$ cat config.mk
export PLATFORM = sky130hd
export DESIGN_NAME = des_key_schedule
export DESIGN_NICKNAME = d
export VERILOG_FILES = /design/src/rtl/des_pkg.sv /design/src/rtl/des_pc2.sv /design/src/rtl/des_key_schedule.sv
export SDC_FILE = /design/constraint.sdc
export NUM_CORES = 1
export LEC_CHECK = 0
export ABC_AREA = 1
export BUFFER_PORTS_ARGS = -buffer_cell sky130_fd_sc_hd__buf_2
export CELL_PAD_IN_SITES_DETAIL_PLACEMENT = 1
export CELL_PAD_IN_SITES_GLOBAL_PLACEMENT = 2
export CORE_MARGIN = 2
export CORE_UTILIZATION = 29
export DETAILED_ROUTE_END_ITERATION = 6
export GPL_ROUTABILITY_DRIVEN = 0
export PLACE_DENSITY = 0.84
export SLEW_MARGIN = 20
export SYNTH_ARGS = -nofsm -noshare
export SYNTH_HDL_FRONTEND = slang
export SYNTH_SLANG_ARGS = --single-unit
$ cat constraint.sdc
create_clock -name clk -period 2.75 [get_ports clk]
set_clock_uncertainty 0.2 [all_clocks]
set_input_delay 0.55 -clock clk [delete_from_list [all_inputs] [get_ports clk]]
set_output_delay 0.55 -clock clk [all_outputs]
set_load 0.01 [all_outputs]
$ cat src/rtl/des_pkg.sv
// DES key-schedule constants: PC-1/PC-2 tables, shift schedule,
// state encoding and the bit-level helpers shared by the key path.
package des_pkg;

  localparam int C_W   = 28;
  localparam int K_W   = 48;
  localparam int CD_W  = 56;
  localparam int KEY_W = 64;

  typedef enum logic {IDLE, RUN} state_t;

  // Entries use standard DES numbering: bit 1 is the MSB.
  localparam int PC1_T [56] = '{
    57, 49, 41, 33, 25, 17,  9,
     1, 58, 50, 42, 34, 26, 18,
    10,  2, 59, 51, 43, 35, 27,
    19, 11,  3, 60, 52, 44, 36,
    63, 55, 47, 39, 31, 23, 15,
     7, 62, 54, 46, 38, 30, 22,
    14,  6, 61, 53, 45, 37, 29,
    21, 13,  5, 28, 20, 12,  4
  };

  localparam int PC2_T [48] = '{
    14, 17, 11, 24,  1,  5,
     3, 28, 15,  6, 21, 10,
    23, 19, 12,  4, 26,  8,
    16,  7, 27, 20, 13,  2,
    41, 52, 31, 37, 47, 55,
    30, 40, 51, 45, 33, 48,
    44, 49, 39, 56, 34, 53,
    46, 42, 50, 36, 29, 32
  };

  // Bit i set means round i+1 shifts by one; all others shift by two.
  localparam logic [15:0] SHIFT_ONE = 16'h8103;

  function automatic logic shift_one(input logic [3:0] i);
    return SHIFT_ONE[i];
  endfunction

  function automatic logic [CD_W-1:0] pc1(input logic [KEY_W-1:0] k);
    logic [CD_W-1:0] r;
    r = '0;
    for (int j = 0; j < CD_W; j++)
      r[CD_W-1-j] = k[KEY_W-PC1_T[j]];
    return r;
  endfunction

  function automatic logic [C_W-1:0] rot(
    input logic [C_W-1:0] v,
    input logic           left,
    input logic           two
  );
    logic [C_W-1:0] r;
    unique case ({left, two})
      2'b10:   r = {v[C_W-2:0], v[C_W-1]};
      2'b11:   r = {v[C_W-3:0], v[C_W-1:C_W-2]};
      2'b00:   r = {v[0], v[C_W-1:1]};
      default: r = {v[1:0], v[C_W-1:2]};
    endcase
    return r;
  endfunction

endpackage

$ cat src/rtl/des_pc2.sv
// Combinational PC-2: compresses the 56-bit C||D register pair
// into a 48-bit round subkey.
module des_pc2
  import des_pkg::*;
(
  input  logic [CD_W-1:0] i_cd,
  output logic [K_W-1:0]  o_k
);

  always_comb begin
    o_k = '0;
    for (int j = 0; j < K_W; j++)
      o_k[K_W-1-j] = i_cd[CD_W-PC2_T[j]];
  end

endmodule

$ cat src/rtl/des_key_schedule.sv
// Iterative DES key schedule: streams K1..K16 (or K16..K1) one
// subkey per valid/ready transfer from a single loaded key.
module des_key_schedule
  import des_pkg::*;
(
  input  logic             clk,
  input  logic             rst,
  input  logic [KEY_W-1:0] key_in,
  input  logic             key_load,
  input  logic             decrypt,
  output logic             key_ready,
  output logic [K_W-1:0]   subkey,
  output logic             subkey_valid,
  input  logic             subkey_ready,
  output logic [3:0]       round,
  output logic             last
);

  state_t         r_state;
  logic [C_W-1:0] r_c;
  logic [C_W-1:0] r_d;
  logic           r_dec;
  logic [3:0]     r_round;
  logic [K_W-1:0] r_subkey;
  logic           r_valid;
  logic           r_last;
  logic           r_kready;

  logic [CD_W-1:0] w_pc1;
  logic [C_W-1:0]  w_src_c;
  logic [C_W-1:0]  w_src_d;
  logic [C_W-1:0]  w_next_c;
  logic [C_W-1:0]  w_next_d;
  logic [K_W-1:0]  w_pc2;
  logic [3:0]      w_idx;
  logic            w_left;
  logic            w_two;
  logic            w_norot;
  logic            w_load;
  logic            w_xfer;

  assign w_pc1  = pc1(key_in);
  assign w_load = key_load & (r_state == IDLE);
  assign w_xfer = r_valid & subkey_ready;

  // IDLE feeds C0/D0; RUN feeds the registers with the shift that
  // reaches the next subkey (left by s_{n+2}, or right by s_k).
  always_comb begin
    w_src_c = r_c;
    w_src_d = r_d;
    w_left  = ~r_dec;
    w_idx   = r_dec ? 4'd15 - r_round : r_round + 4'd1;
    w_norot = 1'b0;
    if (r_state == IDLE) begin
      w_src_c = w_pc1[CD_W-1:C_W];
      w_src_d = w_pc1[C_W-1:0];
      w_left  = 1'b1;
      w_idx   = 4'd0;
      w_norot = decrypt;
    end
    w_two    = ~shift_one(w_idx);
    w_next_c = w_norot ? w_src_c : rot(w_src_c, w_left, w_two);
    w_next_d = w_norot ? w_src_d : rot(w_src_d, w_left, w_two);
  end

  des_pc2 u_pc2 (
    .i_cd ({w_next_c, w_next_d}),
    .o_k  (w_pc2)
  );

  always_ff @(posedge clk or posedge rst) begin
    if (rst) begin
      r_state  <= IDLE;
      r_c      <= '0;
      r_d      <= '0;
      r_dec    <= 1'b0;
      r_round  <= '0;
      r_subkey <= '0;
      r_valid  <= 1'b0;
      r_last   <= 1'b0;
      r_kready <= 1'b1;
    end else begin
      unique case (r_state)
        IDLE: begin
          if (w_load) begin
            r_state  <= RUN;
            r_c      <= w_next_c;
            r_d      <= w_next_d;
            r_dec    <= decrypt;
            r_subkey <= w_pc2;
            r_round  <= '0;
            r_valid  <= 1'b1;
            r_last   <= 1'b0;
            r_kready <= 1'b0;
          end
        end
        RUN: begin
          if (w_xfer) begin
            if (r_last) begin
              r_state  <= IDLE;
              r_valid  <= 1'b0;
              r_round  <= '0;
              r_last   <= 1'b0;
              r_kready <= 1'b1;
            end else begin
              r_c      <= w_next_c;
              r_d      <= w_next_d;
              r_subkey <= w_pc2;
              r_round  <= r_round + 4'd1;
              r_last   <= (r_round == 4'd14);
            end
          end
        end
        default: r_state <= IDLE;
      endcase
    end
  end

  assign key_ready    = r_kready;
  assign subkey       = r_subkey;
  assign subkey_valid = r_valid;
  assign round        = r_round;
  assign last         = r_last;

endmodule

==> After elaboration in Yosys (flattened, before gate mapping) <==
Memory sizes are Yosys's and may differ from the RTL's.
Index checks and enable logic that the tools add are counted.
{ "op_classes": {"add_sub_neg": 2, "n_lt_le_gt_ge": 1, "n_eq_ne": 7, "n_mux": 42, "bitwise": 5, "reduce_logical": 5} }
{ "op_table": {"columns": ["op", "n"], "rows": [
  ["$mux W28", 10],
  ["$pmux W28 S3", 2],
  ["$mux W48", 3],
  ["$pmux W28 S2", 2],
  ["$pmux W48 S2", 1],
  ["$mux W4", 5],
  ["$mux W1", 14],
  ["$pmux W1 S2", 4],
  ["$pmux W4 S2", 1],
  ["$reduce_and A3 Y1", 2],
  ["$lt A4 B5 Y1 const B", 1],
  ["$add A4 B1 Y4 const B", 1],
  ["$eq A2 B2 Y1 const B", 2],
  ["$eq A4 B4 Y1 const B", 1],
  ["$ne A2 B1 Y1 const B", 2],
  ["$ne A2 B2 Y1 const B", 2],
  ["$reduce_and A2 Y1", 2],
  ["$sub A4 B4 Y4 const A", 1],
  ["$not A1 Y1", 3],
  ["$and A1 B1 Y1", 2],
  ["$logic_not A2 Y1", 1]
]} }
{ "totals": {"regBits": 113, "romBits": 16, "in_bits": 69, "output_inout_bits": 55, "mem_count": 1} }
{ "mem_list": {"columns": ["name", "words", "word_bits", "rd", "rd_ports_with_merged_regs", "write_ports", "line", "rtl"], "rows": [
  ["(no name shown)", 16, 1, 1, 0, 0, "des_pkg.sv:39", "return SHIFT_ONE[i];"]
]} }

==> Longest topological paths before layout <==
{ "depth": {"word_depth": 12, "ltp_mapped": 16} }

==> Modules after synthesis <==
Synthesis repeated with hierarchy kept, for this count alone.
{ "hier_totals": {"cells_unflattened": 1304, "area_unflattened_um2": 7918.8} }
{ "modules_own_cells": {"columns": ["mod", "n_inst", "cells_each", "area_per_inst_um2"], "rows": [
  ["des_key_schedule", 1, 1256, 7558.5],
  ["des_pc2", 1, 48, 360.3]
]} }

==> Least setup slack after synthesis <==
No wires, ideal clock.
{ "synth_timing": {"path_kind": "register to register", "start": "reg r_round[0] (netlist: round[0])", "end": "reg r_c[26]", "setup_time_ps": 120, "arrival_ps": 1964, "required_ps": 2430, "slack_ps": 465, "stages_incl_launch_ff": 15, "synth_period_minus_slack_ps": 2285, "path_cell_list": "dfrtp_1 inv_1 ha_1 inv_1 nand3_1 nand3_1 nand3_1 nand3_2 nand2_2 buf_6 buf_4 nand3_1 nand3_1 o21ai_1 nand2_1"} }
{ "synth_between": {"elab_chain_len": 12, "elab_cells_between_ends": 16, "cone_classes": "add/sub (2); eq/ne (2); mux (9); bitwise (1); reduce/logical (1); memory (1)"} }
{ "synth_lines": {"columns": ["element", "line", "rtl"], "rows": [
  ["from (decl)", "des_key_schedule.sv:23", "logic [3:0] r_round;"],
  ["from (signal assigned)", "des_key_schedule.sv:109", "r_round <= r_round + 4'd1;"],
  ["$add A4 B1 Y4 or $sub A4 B4 Y4 (tied branches)", "des_key_schedule.sv:52", "w_idx = r_dec ? 4'd15 - r_round : r_round + 4'd1;"],
  ["$mux W4 *", "des_key_schedule.sv:52", null],
  ["$mux W4 *", "des_key_schedule.sv:54", "if (r_state == IDLE) begin"],
  ["$mem_v2 Z16 W1 *", null, null],
  ["$mux W1 (implied by the code) *", "des_pkg.sv:39", null],
  ["$not A1 Y1 *", "des_key_schedule.sv:61", "w_two = ~shift_one(w_idx);"],
  ["$eq A2 B2 Y1 or $logic_not A2 Y1 (tied branches)", "des_pkg.sv:56", "unique case ({left, two})"],
  ["$pmux W28 S3 *", "des_pkg.sv:56", null],
  ["$mux W28 *", "des_key_schedule.sv:62", "w_next_c = w_norot ? w_src_c : rot(w_src_c, w_left, w_two);"],
  ["$mux W28", "des_key_schedule.sv:99", "if (r_last) begin"],
  ["$mux W28", "des_key_schedule.sv:98", "if (w_xfer) begin"],
  ["$pmux W28 S2 *", "des_key_schedule.sv:83", "unique case (r_state)"],
  ["to (signal assigned)", "des_key_schedule.sv:87", "r_c <= w_next_c;"],
  ["to (signal assigned)", "des_key_schedule.sv:106", "r_c <= w_next_c;"],
  ["to (decl)", "des_key_schedule.sv:20", "logic [C_W-1:0] r_c;"]
]} }
Mark *: on every way between the ends. The rest lies on a longest branch, timed or not. The select of a mux whose other input is x is not followed.
A chain may end at the register's enable or synchronous reset.

==> Worst setup path in the final report <==
{ "layout_timing": {"start": "reg r_round[0] (netlist: round[0])", "end": "reg r_d[1]"} }
{ "layout_between": {"elab_chain_len": 12, "elab_cells_between_ends": 16, "cone_classes": "add/sub (2); eq/ne (2); mux (9); bitwise (1); reduce/logical (1); memory (1)"} }
{ "layout_lines": {"columns": ["element", "line", "rtl"], "rows": [
  ["$add A4 B1 Y4 or $sub A4 B4 Y4 (tied branches)", "des_key_schedule.sv:52", null],
  ["$mux W4 *", "des_key_schedule.sv:52", null],
  ["$mux W4 *", "des_key_schedule.sv:54", null],
  ["$mem_v2 Z16 W1 *", null, null],
  ["$mux W1 (implied by the code) *", "des_pkg.sv:39", null],
  ["$not A1 Y1 *", "des_key_schedule.sv:61", null],
  ["$eq A2 B2 Y1 or $logic_not A2 Y1 (tied branches)", "des_pkg.sv:56", null],
  ["$pmux W28 S3 *", "des_pkg.sv:56", null],
  ["$mux W28 *", "des_key_schedule.sv:63", "w_next_d = w_norot ? w_src_d : rot(w_src_d, w_left, w_two);"],
  ["$mux W28", "des_key_schedule.sv:99", null],
  ["$mux W28", "des_key_schedule.sv:98", null],
  ["$pmux W28 S2 *", "des_key_schedule.sv:83", null],
  ["to (signal assigned)", "des_key_schedule.sv:88", "r_d <= w_next_d;"],
  ["to (signal assigned)", "des_key_schedule.sv:107", "r_d <= w_next_d;"],
  ["to (decl)", "des_key_schedule.sv:21", "logic [C_W-1:0] r_d;"]
]} }
Marked as above.

==> flow_summary.yaml <==
floorplan:
  dieArea_sq_mm: 0.0218
  num_rows: 52
  die_h_um: 148
  die_x_um: 148
  initial_utilization_pct: 29.5
  core_sq_mm: 0.0202
  ios: 124
critical_path:
  worstReg2RegStart: "round[0]"
  crit_start: "round[0]"
  r2r_end: "r_d[1]"
  cp_slowest_cell: "dfrtp_1"
  critPathBufInv: 4
  path_max_fanout: 44
  crit_top_cell: "nand2_1"
  r2r_cells: 17
  critPathTopFamily: "simple AND/OR/NAND/NOR gates"
  end_kind: "flop"
  path_class: "flop to flop"
  max_stage_delay_ns: 0.38
  arrival_ns: 2.64
  required_ns: 2.84
  rrSetupSlack_ns: 0.21
  crit_chain: "inv_1, ha_1, inv_1, nand3_1, nand2_1, nand2_1, nand2_1, nand3_2, nand2_4, buf_8, buf_16, nand3_1, nand3_1, nand2_1, nand2_1, nand2_1, nand2_1"
  path_depth: 17
  startpoint_type: "flop"
logic_synthesis:
  synth_top_flop_cell: "dfrtp_1"
  synth_area_sq_mm: 0.00598
  yosys.cell_types.count: 26
  syn_inst: 1012
  yosys_warnings: 0
  netlist.area_leader.share_pct: 26.8
  synth_edf_count: 0
  yosysSeqAreaShare_pct: 27.2
  synth_async_sr_flop_share_pct: 100
  yosys.cell_count.top_type: "nand2_1"
  ys_ff_latch: 65
  synth_area_leaders: "dfrtp_1, nand2_1, nand3_1, buf_4, o21ai_0"
  yosysTopAreaCell: "dfrtp_1"
  syn_nets: 1083
  synth_common_cells: "nand2_1, nand3_1, inv_1, dfrtp_1"
  synth.avg_cell_area_sq_um: 5.91
final_layout:
  stdcell_count: 1334
  fillCellCount: 2724
  nets: 1130
  drive_gt1_share_pct: 17.8
  area_delta_synth_final_pct: 16.2
  insertedDiodeCount: 0
grt:
  grt_pass1_vias: 6546
  grt_max_degree: 88
  grt_pass1_wl_um: 34700
  grt_overflow: 0
  gr-usage-all-layers_pct: 19.7
  antenna_found_initial: 0
power:
  power_density_mw_per_mm2: 1340
  p_total_mw: 9.31
  power.leakage_nw: 3.98
  peakVddDrop_uv: 573
place:
  port_buffers: 115
  hpwl_um: 14300
  dp.cells: 1313
worst_hold_path:
  whs_endpoint: "r_dec"
  whs_path_depth: 3
  hold_start: "decrypt"
  hold_class: "input pin to flop"
clock_network:
  cts_buffers: 9
  clockBufferDepth: 2
  clk-insertion-delay-late_ns: 0.35
  clk_pin_slew_ns: 0.06
  cts_setup_buffers: 0
  htree_levels: 3
  root_buffer: "clkbuf_16"
  cts_tree: "done"
  clkSinkCount: 65
status:
  status: "finished, final reports clean"
sta:
  hold_violations: 0
  fin_crit_ns: 2.54
  setup_viol: 0
  timing.final.crit_share_pct: 92.5
  timing.hold.ws_ns: 0.254
  fmax_mhz: 393
  worstMarginPinSlew_ns: 0.695
  max_slew_margin_pct: 53.7
  report.final.slew_viol_count: 0
routing:
  drc: 0
  first_iter_violations: 374
  wl_per_cell_um: 16.3
  dr_total_vias: 6636
  wirelength_um: 21700
  drt_first_pass_iters: 4
  drt-vias-per-instance: 4.97
  postRouteAntennaNets: 0
job:
  cap_violations: 0
==> per-stage QoR <==
stage	setup WS [ns]	TNS [ns]	area [sq um]	util, %
6_report	0.206	0	6940	34.3
5_1_grt	-0.00989	-0.0206	6940	34.3
4_1_cts	0.0387	0	6870	33.9
3_5_place_dp	-0.117	-2.74	6540	32.3
3_3_place_gp	-0.0244	-0.0830	6540	32.3
2_1_floorplan	0.375	0	5980	-
==> sequential cells by signal (all words and copies together) (netlist names) <==
signal	flops
r_dec	1
round	4
key_ready	1
subkey	2
r_c	27
last	1
r_state	1
r_d	27
subkey_valid	1
==> layout by cell type, fill, tap and decap left out <==
master           n
dfrtp_1         63
nand3_2          2
inv_4            1
clkinv_4         1
dfstp_2          1
nand2_1        362
nor2_4           4
buf_4           22
dlygate4sd3_1    1
clkinv_2         2
clkbuf_16       10
o21ai_1         45
buf_6            1
a21oi_1         56
clkbuf_1         2
a22oi_1          1
nand4_1          9
clkbuf_8         3
bufinv_16        1
o21ai_0         60
ha_1             2
dfrtp_4          1
nand2_2          3
nor2_2           2
o22ai_1          3
o211ai_1         4
nor2_1          26
or2_2            6
inv_2            4
inv_1           70
nand2_4          1
buf_16           1
nand3_1        171
buf_12           6
nand3_4          1
buf_8            1
buf_2          115
==> report_power, final <==
part           internal, mW  switching [mW]
sequential             1.37           0.318
clock                 0.776           0.462
combinational          2.12            4.26
total                  4.26            5.04
==> worst max path at each step <==
stage | endpoint | slack (ns)
2_1_floorplan | last | 0.38
3_3_place_gp | r_d[4] | -0.02
3_5_place_dp | r_d[4] | -0.12
4_1_cts | r_c[16] | 0.04
5_1_grt | r_d[1] | -0.01
6_report | r_d[1] | 0.21
==> final cells by class <==
class	count	area (sq um)	share of cell area (%)
clock buffer	14	274	3.95
clock inverter	2	35.0	0.505
inverter	77	298	4.29
multi-input combinational	758	3420	49.2
sequential	65	1630	23.5
tap	270	338	4.86
timing repair buffer	148	950	13.7
==> worst register-to-register path, cell delays in order, from the launching register on <==
cell,delay [ns]
dfrtp_1,0.38
inv_1,0.08
ha_1,0.34
inv_1,0.07
nand3_1,0.08
nand2_1,0.07
nand2_1,0.05
nand2_1,0.07
nand3_2,0.11
nand2_4,0.16
buf_8,0.20
buf_16,0.22
nand3_1,0.13
nand3_1,0.12
nand2_1,0.06
nand2_1,0.05
nand2_1,0.05
nand2_1,0.05
==> metal layers <==
metal	up-vias	global-route usage (%)	share of wire [%]
met5	-	0	0
met4	0	5.53	1.2
met3	17	3.06	4.5
met2	139	33.3	49
met1	3148	26.3	46
li1	3332	-	-
==> repair_timing <==
action	4_1_cts	5_1_grt
hold endpoints to repair	3	0
gates cloned	1	3
pin swaps	0	2
endpoints found under the setup margin	45	53
hold buffers	1	0
gates resized for setup	1	8
==> logic make-up after synthesis <==
| family | count (synthesis) | synth area share, % |
|---|---|---|
| flip-flops | 65 | 27.2 |
| AND/OR/NAND/NOR | 584 | 41.5 |
| AO/OA/AOI/OAI | 169 | 14.4 |
| adder cells (fa/ha/maj) | 2 | 0.419 |
| buffers and inverters | 192 | 16.4 |
No activity file was read; power rests on OpenSTA's default activity.
